--- config.mk ---
export PLATFORM = sky130hd
export DESIGN_NAME = alu_scheduler
export DESIGN_NICKNAME = d
export VERILOG_FILES = /design/src/rtl/alu_scheduler.sv
export SDC_FILE = /design/constraint.sdc
export NUM_CORES = 1
export LEC_CHECK = 0
export BUFFER_PORTS_ARGS = -buffer_cell sky130_fd_sc_hd__buf_2
export CAP_MARGIN = 40
export CELL_PAD_IN_SITES_DETAIL_PLACEMENT = 1
export CELL_PAD_IN_SITES_GLOBAL_PLACEMENT = 2
export CORE_MARGIN = 5
export CORE_UTILIZATION = 29
export DETAILED_ROUTE_END_ITERATION = 8
export PLACE_DENSITY_LB_ADDON = 0.1
export REMOVE_ABC_BUFFERS = 1
export SLEW_MARGIN = 20
export SYNTH_ARGS = -nofsm -noshare
export SYNTH_HDL_FRONTEND = slang
export SYNTH_SLANG_ARGS = --single-unit
--- constraint.sdc ---
create_clock -name i_clk -period 4.9 [get_ports i_clk]
set_input_delay 0.98 -clock i_clk [delete_from_list [all_inputs] [get_ports i_clk]]
set_output_delay 0.98 -clock i_clk [all_outputs]
set_load 0.005 [all_outputs]
--- src/rtl/alu_scheduler.sv ---
// Round-robin scheduler sharing one 8-bit alu between two valid/ready requesters.
// state | meaning: IDLE wait/grant request, EXEC hold alu operands, RESP present result
module alu_scheduler #(
  parameter int unsigned FAST_LAT = 1,
  parameter int unsigned SLOW_LAT = 3
) (
  input  logic       i_clk,
  input  logic       i_rst_n,
  input  logic [1:0] i_req_valid,
  output logic [1:0] o_req_ready,
  input  logic [7:0] i_req_a0,
  input  logic [7:0] i_req_b0,
  input  logic [3:0] i_req_op0,
  input  logic [7:0] i_req_a1,
  input  logic [7:0] i_req_b1,
  input  logic [3:0] i_req_op1,
  output logic [1:0] o_rsp_valid,
  input  logic [1:0] i_rsp_ready,
  output logic [7:0] o_rsp_result,
  output logic [7:0] o_rsp_flags,
  output logic [7:0] o_alu_a,
  output logic [7:0] o_alu_b,
  output logic [3:0] o_alu_op,
  input  logic [7:0] i_alu_resultado,
  input  logic [7:0] i_alu_flags,
  output logic       o_busy
);

  typedef enum logic [1:0] {S_IDLE, S_EXEC, S_RESP} state_t;

  localparam logic [3:0] FAST_LOAD = 4'(FAST_LAT - 1);
  localparam logic [3:0] SLOW_LOAD = 4'(SLOW_LAT - 1);

  state_t      r_state;
  logic        r_grant;
  logic        r_last_grant;
  logic [3:0]  r_cnt;
  logic [7:0]  r_alu_a;
  logic [7:0]  r_alu_b;
  logic [3:0]  r_alu_op;
  logic [7:0]  r_rsp_result;
  logic [7:0]  r_rsp_flags;
  logic [1:0]  r_rsp_valid;

  logic        w_grant;
  logic [1:0]  w_req_ready;
  logic        w_accept;
  logic [7:0]  w_sel_a;
  logic [7:0]  w_sel_b;
  logic [3:0]  w_sel_op;
  logic        w_slow;

  // Alternate only on a tie; a lone requester always wins.
  assign w_grant     = (&i_req_valid) ? ~r_last_grant : i_req_valid[1];
  assign w_req_ready = (r_state == S_IDLE) ? (i_req_valid & (w_grant ? 2'b10 : 2'b01)) : 2'b00;
  assign w_accept    = |w_req_ready;
  assign w_sel_a     = w_grant ? i_req_a1  : i_req_a0;
  assign w_sel_b     = w_grant ? i_req_b1  : i_req_b0;
  assign w_sel_op    = w_grant ? i_req_op1 : i_req_op0;
  assign w_slow      = (w_sel_op == 4'b1000) || (w_sel_op == 4'b1001) || (w_sel_op == 4'b1010);

  always_ff @(posedge i_clk or negedge i_rst_n) begin
    if (!i_rst_n) begin
      r_state      <= S_IDLE;
      r_grant      <= 1'b0;
      r_last_grant <= 1'b1;
      r_cnt        <= 4'd0;
      r_alu_a      <= 8'd0;
      r_alu_b      <= 8'd0;
      r_alu_op     <= 4'd0;
      r_rsp_result <= 8'd0;
      r_rsp_flags  <= 8'd0;
      r_rsp_valid  <= 2'b00;
    end else begin
      case (r_state)
        S_IDLE: begin
          if (w_accept) begin
            r_alu_a      <= w_sel_a;
            r_alu_b      <= w_sel_b;
            r_alu_op     <= w_sel_op;
            r_grant      <= w_grant;
            r_last_grant <= w_grant;
            r_cnt        <= w_slow ? SLOW_LOAD : FAST_LOAD;
            r_state      <= S_EXEC;
          end
        end
        S_EXEC: begin
          if (r_cnt == 4'd0) begin
            r_rsp_result <= i_alu_resultado;
            r_rsp_flags  <= i_alu_flags;
            r_rsp_valid  <= r_grant ? 2'b10 : 2'b01;
            r_state      <= S_RESP;
          end else begin
            r_cnt <= r_cnt - 4'd1;
          end
        end
        S_RESP: begin
          if (i_rsp_ready[r_grant]) begin
            r_rsp_valid <= 2'b00;
            r_state     <= S_IDLE;
          end
        end
        default: r_state <= S_IDLE;
      endcase
    end
  end

  assign o_req_ready  = w_req_ready;
  assign o_rsp_valid  = r_rsp_valid;
  assign o_rsp_result = r_rsp_result;
  assign o_rsp_flags  = r_rsp_flags;
  assign o_alu_a      = r_alu_a;
  assign o_alu_b      = r_alu_b;
  assign o_alu_op     = r_alu_op;
  assign o_busy       = (r_state != S_IDLE);

endmodule

# [Yosys cells after proc, flatten, opt, wreduce, memory -nomap -nowiden]
# Index checks and enable logic that the tools add are counted.
[totals] inputBits=62 word_cells=56 ff_bits=46 out_inout_bits=41
[op_classes] magnitude_cmp=1 muxes=19 bitwise=2 reduce_logical=14 n_eq_ne=9 add_sub_neg=1
[ops] operator="two-way mux 2 bit" count=8
[ops] operator="two-way mux 8 bit" count=2
[ops] operator="equality test 4 bit, second input constant" count=3
[ops] operator="two-way mux 4 bit" count=3
[ops] operator="AND reduction 3 bit" count=3
[ops] operator="!= test 2 bit, second input constant" count=4
[ops] operator="case mux 4 bit (2 select lines)" count=1
[ops] operator="case mux 2 bit (3 select lines)" count=1
[ops] operator="AND reduction 2 bit" count=3
[ops] operator="nonzero test 2 bit" count=3
[ops] operator="logical NOT 4 bit" count=1
[ops] operator="case mux 2 bit (2 select lines)" count=1
[ops] operator="subtractor 4 x 1 -> 4 bit, second input constant" count=1
[ops] operator="two-way mux 1 bit" count=3
[ops] operator="bitwise AND 2 bit" count=1
[ops] operator="equality test 2 x 1 -> 1 bit, second input constant" count=1
[ops] operator="equality test 2 bit, second input constant" count=1
[ops] operator="logical NOT 2 bit" count=1
[ops] operator="logical OR 1 bit" count=2
[ops] operator="less-than comparator 1 x 2 -> 1 bit, second input constant" count=1
[ops] operator="OR reduction 2 bit" count=1
[ops] operator="NOT 1 bit" count=1

# [Depth between registers and ports, before layout]
# Gate-level depths: netlist of the first run.
[logic_depth] word_depth=9 ltp_mapped=7 ltp_nobuf=6

# [Worst setup path after synthesis of the first run]
# Ideal clock, no wire load.
[synth_path] path_type="in2out" startpoint="input i_req_valid[1]" endpoint="output o_req_ready[0]" slack_ps=2377 n_path_buf=1 required_time_ps=3920 arrival_time_ps=1543 path_stages=3 cell_sequence="a21boi_4 buf_2 nor2_1"
[synth_between] elab_chain_cells=5
[synth_rtl] item="from (decl)" line_no="9" rtl="input logic [1:0] i_req_valid,"
[synth_rtl] item="AND reduction 2 bit" line_no="54" rtl="assign w_grant = (&i_req_valid) ? ~r_last_grant : i_req_valid[1];"
[synth_rtl] item="two-way mux 1 bit (*)" line_no="54"
[synth_rtl] item="two-way mux 2 bit (*)" line_no="55" rtl="assign w_req_ready = (r_state == S_IDLE) ? (i_req_valid & (w_grant ? 2'b10 : 2'b01)) : 2'b00;"
[synth_rtl] item="bitwise AND 2 bit (*)" line_no="55"
[synth_rtl] item="two-way mux 2 bit (*)" line_no="55"
[synth_rtl] item="to (decl)" line_no="10" rtl="output logic [1:0] o_req_ready,"
# Mark *: on every way between the ends. The rest lies on a longest branch, timed or not.

# [Final worst setup path of the first run]
[layout_path] startpoint="input i_req_valid[1]" endpoint="output o_req_ready[1]"
[layout_between] elab_chain_cells=5
[layout_rtl] item="AND reduction 2 bit" line_no="54"
[layout_rtl] item="two-way mux 1 bit" line_no="54"
[layout_rtl] item="two-way mux 2 bit" line_no="55"
[layout_rtl] item="bitwise AND 2 bit (*)" line_no="55"
[layout_rtl] item="two-way mux 2 bit (*)" line_no="55"
# Marks and branches as above.

==> results of run 1 <==
layout make-up:
class | count | area, um2
clock buffers | 5 | 68.8
well taps | 96 | 120
flip-flops and latches | 46 | 1150
inverters | 5 | 18.8
clock inverters | 3 | 45.0
fillers | 812 | 4050
repair buffers | 106 | 544
multi-input cells | 119 | 833
flip-flops by register name, summed over array words and instances (netlist names):
name,flops
o_rsp_result,8
r_grant,1
o_rsp_valid,2
r_state,2
o_alu_a,8
r_cnt,4
o_alu_b,8
o_alu_op,4
r_last_grant,1
o_rsp_flags,8
per-layer routing:
layer  up-vias  global-route usage (%)  wire [um]
met5         -                       0          0
met4         0                    3.25         44
met3         4                    5.05        519
met2        64                    19.6       2440
met1       762                    15.6       2250
li1        825                       -          -
metrics by stage:
| step | util, % | total power, W | area [um2] | std cells |
|---|---|---|---|---|
| after global routing | 40.7 | 0.00176 | 2780 | 380 |
| final | 40.7 | 0.00160 | 2780 | 380 |
| after floorplan | - | 0.00103 | 2000 | 170 |
| after detailed placement | 39.1 | 0.00135 | 2670 | 372 |
| after CTS | 40.7 | 0.00164 | 2780 | 380 |
| after global placement | 38.9 | 0.00132 | 2660 | 371 |
worst max-delay path, delay by kind of cell:
family / cells / cell delay (ns)
AND/OR/NAND/NOR: 1 / 0.18
buffers and inverters: 2 / 0.26
AO/OA/AOI/OAI: 1 / 0.19
kinds of logic after synthesis:
| logic type | count (synthesis) | share of synthesized area, % |
|---|---|---|
| adders and majority gates | 2 | 1.22 |
| AOI/OAI and AO/OA | 36 | 10.5 |
| and+or+nand+nor | 44 | 9.80 |
| DFF | 46 | 56.4 |
| muxes | 37 | 19.1 |
| buffers and inverters | 14 | 3.00 |
cells in the mapped netlist:
master      n  area share [%]
dfrtp_1    45              55
nand2_1    32             5.9
mux2i_1    21              10
o21ai_0    21             5.1
mux2_2     12             6.6
inv_1       5            0.92
buf_2       4            0.98
clkbuf_1    4            0.73
mux2_1      4             2.2
o21ai_1     4            0.98
a21oi_1     3            0.73
nor2_1      3            0.55
ha_1        2             1.2
nand3_1     2            0.49
a2111oi_0   1            0.43
a21boi_4    1            0.92
a21o_1      1            0.37
a22oi_1     1            0.37
and2_1      1            0.31
and4b_1     1            0.49
buf_4       1            0.37
dfstp_2     1             1.3
nand3b_1    1            0.37
nor2b_1     1            0.31
nor3b_1     1            0.37
nor4_2      1            0.61
o211ai_1    1            0.37
o21a_1      1            0.37
o221ai_1    1            0.43
o31ai_1     1            0.37
or3b_1      1            0.43
worst max-delay path by stage:
| stage | to | cells past startpoint | from |
|---|---|---|---|
| CTS | o_req_ready[1] | 4 | i_req_valid[1] |
| global placement | o_req_ready[1] | 4 | i_req_valid[1] |
| floorplan | o_req_ready[1] | 2 | i_req_valid[1] |
| detailed placement | o_req_ready[1] | 4 | i_req_valid[1] |
| global route | o_req_ready[1] | 4 | i_req_valid[1] |
| finish | o_req_ready[1] | 4 | i_req_valid[1] |
power by group:
part / internal [W] / total [W] / switching, W
Clock: 0.000152 / 0.000285 / 0.000133
Combinational: 0.000322 / 0.000643 / 0.000321
Sequential: 0.000572 / 0.000676 / 0.000104
==> reports/results.tsv, run 1 <==
metric	value	unit
cts_tree	built	
syn_inst	179	
synth_warnings	0	
crit_type	primary input to output pin	
relSlewSlack	60.2	%
dp_slack	2.31	ns
hold_start	o_alu_a[3]	
vias	1655	
timing.rr.end	o_rsp_result[3]	
die_x	93.9	um
core_area	6830	um2
cts_resized	0	
dr.pass1.iters	4	
hold_viol_final	0	
num_rows	30	
layout_commonest_cell	buf_2	
die_h	93.9	um
clockBufferDepth	2	
tns	0	ns
r2r_cells	6	
synth_area_per_cell	11.4	um2
cp_max_fo	4	
layout_common_cells	buf_2, dfrtp_1, nand2_1, mux2i_1, o21ai_0	
diodes	0	
holdWs	0.477	ns
antenna_found_initial	0	
slowest_delay	0.19	ns
ant_nets	0	
final_max_slew_viol_count	0	
rsz0062_at_grt	false	
hold_buffers	0	
clk_pin_slew	0.09	ns
p_leak	1.41	nW
first_global_vias	1828	
cp-end-kind	output pin	
cts_root_buffer	clkbuf_8	
hold_end	o_alu_a[3]	
cts_buffers	5	
post-cts-setup-buffers	0	
finClkSkew	0.00981	ns
ys_seq_area_share	56.4	%
r2r-start	r_cnt[0]	
grt_usage	12.4	%
fin_ws	2.31	ns
cp_common_cell	buf_2	
status	finished clean	
numClockSinks	46	
cp_cell_sequence	buf_2 -> a21boi_4 -> and2_1 -> buf_2	
boundaryPins	103	
drt-vias-per-instance	4.36	
syn_area	2040	um2
drive_above_1_share	45.8	%
synthToLayoutAreaGrowth	36.2	%
wirelength	5260	um
tightest_slew	0.597	ns
layout_min_cycle_time	2.59	ns
worst_ep_required_time	3.92	ns
hp-class	flip-flop to flip-flop	
place_congestion	0.690	
initialDrtViolationCount	25	
drv_cap	0	
hpwlAfterDp	4030	um
holdPathStages	2	
grt-ovfl-total	0	
initial_core_util	29.9	%
nNetsFinal	347	
slowest_stage	a21boi_4	
drc	0	
die_area	8820	um2
r2r_slack	2.99	ns
setup_viol	0	
worstSkewPairLatency	0.30	ns
critPathLaunchType	primary input	
cp_data_arrival_time	1.61	ns
ys_ff_latch	46	
peakVddDrop	0.000157	V
pwr_density_cell	576	nW/um2
routedWlPerCell	13.8	um
fmax	386	MHz
grt_max_degree	47	
htree_levels	2	
grt_pass1_wl	8690	um
portBuffers	102	
synth_cell_type_count	31	
post-route-period-util	52.8	%
Note: power is estimated with default switching activity, not from simulation.
==> run 2, diff against run 1 <==
Settings changed: CORE_UTILIZATION 29 to 24.
Clock period 4.9 ns to 2.3 ns, I/O delays scaled along.
==> reports/results.tsv, run 2 (synthesized netlist as in run 1, its figures left out) <==
metric	value	unit
post-cts-setup-buffers	0	
cts_tree	built	
relSlewSlack	68.3	%
grt_max_degree	47	
grt_usage	11.1	%
status	finished clean	
drive_above_1_share	45.8	%
drt-vias-per-instance	4.38	
antenna_found_initial	0	
layout_min_cycle_time	1.92	ns
clockBufferDepth	2	
clk_pin_slew	0.09	ns
grt_pass1_wl	9060	um
tightest_slew	0.463	ns
power_report.internal_total	0.00234	W
dr.pass1.iters	4	
hold_viol_final	0	
hp-class	primary input to asynchronous set/reset pin	
die_x	102	um
tns	0	ns
num_rows	33	
core_area	8260	um2
die_h	102	um
portBuffers	102	
die_area	10500	um2
cp_max_fo	6	
boundaryPins	103	
grt-ovfl-total	0	
final_max_slew_viol_count	0	
p_seq_share	40.6	%
hpwlAfterDp	4300	um
numClockSinks	46	
diodes	0	
routedWlPerCell	14.6	um
htree_levels	2	
cts_root_buffer	clkbuf_8	
setup_viol	0	
peakVddDrop	0.000320	V
first_global_vias	1835	
cts_resized	0	
hold_buffers	0	
layout_common_cells	buf_2, dfrtp_1, nand2_1, mux2i_1, o21ai_0	
fmax	520	MHz
p_leak	1.43	nW
comb_power_share	38.8	%
worst_ep_required_time	1.84	ns
place_congestion	0.656	
wirelength	5680	um
rsz0062_at_grt	false	
crit_type	flip-flop to output pin	
design_area	2830	um2
drv_cap	0	
pwr-share-clk	20.6	%
initialDrtViolationCount	49	
layout_commonest_cell	buf_2	
pwr_density_cell	1250	nW/um2
cp-end-kind	output pin	
switching_power	0.00120	W
initial_core_util	24.7	%
synthToLayoutAreaGrowth	38.3	%
vias	1704	
cp_data_arrival_time	1.46	ns
worstSkewPairLatency	0.30	ns
finClkSkew	0.00900	ns
drc	0	
post-route-period-util	83.6	%
p_sw_share	33.9	%
cts_buffers	5	
nNetsFinal	347	
critPathLaunchType	flip-flop	
place_area	2690	um2
ant_nets	0	
==> run 2: cell types whose count changed in the layout (fill, tap and decap cells not counted) <==
cell / change
buf_6: -1
bufinv_16: +1
clkinvlp_4: -2
clkinv_4: +1
buf_12: +1
==> run 2: cell type report <==
| class | instances | area (um2) |
|---|---|---|
| clock buffers | 5 | 68.8 |
| clock inverters | 3 | 68.8 |
| fillers | 962 | 5430 |
| inverters | 5 | 18.8 |
| multi-input cells | 119 | 833 |
| flip-flops and latches | 46 | 1150 |
| well taps | 105 | 131 |
| repair buffers | 106 | 553 |
==> run 2: path summary, 6_finish.rpt <==
kind                                          from               to  slack [ns]  cells after the start
worst max-delay path                    r_state[0]   o_req_ready[0]        0.38                      4
worst min-delay path                       i_rst_n   o_rsp_flags[6]        0.13                      2
worst max register to register            r_cnt[0]         r_cnt[3]        0.52                      6
worst min register to register          o_alu_a[7]       o_alu_a[7]        0.48                      2
max in group asynchronous                  i_rst_n     r_last_grant        1.90                      2
min in group i_clk              i_alu_resultado[3]  o_rsp_result[3]        0.37                      2
==> run 2: per-stage QoR <==
step	hold WS (ns)	setup slack, ns	power, W	instances	util [%]
floorplan	0.164	0.0694	0.00220	170	-
global placement	0.456	0.546	0.00286	381	32.6
detailed placement	0.470	0.508	0.00289	381	32.6
CTS	0.131	0.287	0.00363	389	34.2
global route	0.135	0.192	0.00389	389	34.2
finish	0.129	0.376	0.00354	389	34.2
==> run 2: power by group through the flow <==
stage / clock network (W) / registers [W] / logic, W
floorplan: 0 / 0.00148 / 0.000723
global placement: 0 / 0.00144 / 0.00141
detailed placement: 0 / 0.00146 / 0.00143
CTS: 0.000761 / 0.00144 / 0.00143
global route: 0.000803 / 0.00149 / 0.00159
finish: 0.000729 / 0.00144 / 0.00137
==> run 2: metal layers <==
metal	global-route usage [%]	vias up	routed length (um)
met2	15.8	79	2440
met4	3.03	0	57
met3	5.05	4	634
met1	15.1	798	2550
met5	0	-	0
li1	-	823	-
==> run 2: worst max-delay path, cell delays in order (launching register included) <==
cell,delay (ns)
dfrtp_1,0.41
nor2_1,0.33
nand2_1,0.16
nor2_1,0.12
buf_2,0.14
==> run 3, diff against run 2 <==
Settings changed: CORE_UTILIZATION 24 to 26.
Clock period 2.3 ns to 1.9 ns, I/O delays scaled along.
==> reports/results.tsv, run 3 (synthesized netlist as in run 1, its figures left out) <==
metric	value	unit
status	finished clean	
grt_usage	11.1	%
numClockSinks	46	
finClkSkew	0.00537	ns
grt_max_degree	47	
layout_common_cells	buf_2, dfrtp_1, nand2_1, mux2i_1, o21ai_0	
drv_cap	0	
place_congestion	0.698	
p_leak	1.41	nW
drive_above_1_share	46.5	%
critPathLaunchType	flip-flop	
initial_core_util	26.6	%
grt-ovfl-total	0	
peakVddDrop	0.000374	V
vias	1712	
fill_cells	908	
die_h	98.7	um
num_rows	32	
clk_pin_slew	0.09	ns
crit_type	flip-flop to output pin	
ant_nets	0	
seq_area	1150	um2
core_area	7690	um2
first_global_vias	1885	
cts_buffers	5	
wirelength	5200	um
dr.pass1.iters	5	
fmax	584	MHz
antenna_found_initial	0	
hp-class	primary input to asynchronous set/reset pin	
layout_commonest_cell	buf_2	
setup_viol	0	
post-route-period-util	90.1	%
portBuffers	102	
initialDrtViolationCount	53	
placed_cells	378	
worstSkewPairLatency	0.30	ns
cts_root_buffer	clkbuf_8	
diodes	0	
final_max_slew_viol_count	0	
rsz0062_at_grt	false	
drt-vias-per-instance	4.44	
cp_data_arrival_time	1.33	ns
holdWs	0.0431	ns
cp_max_fo	6	
r2r-start	r_cnt[0]	
tightest_slew	0.416	ns
grt_pass1_wl	8790	um
cts_tree	built	
layout_min_cycle_time	1.71	ns
boundaryPins	103	
routedWlPerCell	13.5	um
hold_viol_final	0	
die_x	98.7	um
nNetsFinal	347	
power.total	0.00403	W
drc	0	
cp-end-kind	output pin	
synthToLayoutAreaGrowth	36.7	%
clockBufferDepth	2	
final_cells	386	
relSlewSlack	71.5	%
worst_ep_required_time	1.52	ns
hpwlAfterDp	3970	um
htree_levels	2	
multi_input_area	838	um2
setup.worst_path.start	r_state[0]	
die_area	9730	um2
pwr_density_cell	1440	nW/um2
hold_buffers	0	
[run 3: cell count changes in the layout (fill, tap and decap cells not counted), sizes merged]
cell,delta
bufinv,-2
clkinv,+1
clkinvlp,+1
[run 3: repair_timing]
item / in CTS / in global routing
gates resized for setup: 0 / 2
setup endpoints to repair: 0 / 2
buffers inserted: 0 / 0
[run 3: final timing paths]
kind	endpoint	slack [ns]	depth (start not counted)
worst max-delay path	o_req_ready[0]	0.19	4
worst min-delay path	o_rsp_flags[7]	0.04	2
worst max register to register	o_rsp_result[3]	0.19	6
worst min register to register	o_alu_a[6]	0.48	2
max in group asynchronous	r_last_grant	1.59	2
min in group i_clk	o_rsp_flags[7]	0.29	2
[run 3: metrics by stage]
step                instance area, um2  utilization (%)  setup slack (ns)  setup TNS, ns
detailed placement                2700             35.1             0.127              0
floorplan                         2000                -            -0.251          -4.91
finish                            2790             36.3             0.187              0
global route                      2790             36.3            0.0349              0
CTS                               2790             36.3            0.0481              0
global placement                  2700             35.1             0.158              0
[run 3: area by class of cell]
type	instances	share of cell area, %
clock buffers	5	2.46
clock inverters	3	0.762
inverters	5	0.672
multi-input cells	119	30.0
flip-flops and latches	46	41.3
well taps	102	4.57
repair buffers	106	20.3
[run 3: routing by layer]
metal | wire length [um] | up-vias | global-route usage, %
li1 | - | 827 | -
met1 | 2250 | 803 | 13.3
met2 | 2340 | 77 | 17.8
met3 | 574 | 5 | 5.52
met4 | 32 | 0 | 3.15
met5 | 0 | - | 0
[run 3: report_power, final]
part           internal, W  switching, W  total, W
logic             0.000853      0.000819   0.00167
clock network     0.000259      0.000354  0.000614
registers          0.00148      0.000267   0.00174
[run 3: worst max-delay path, stage by stage (launching register included)]
cell and delay (ns):
dfrtp_1 0.42, nor2_2 0.25, nand2_1 0.14, nor2_1 0.10, buf_2 0.12
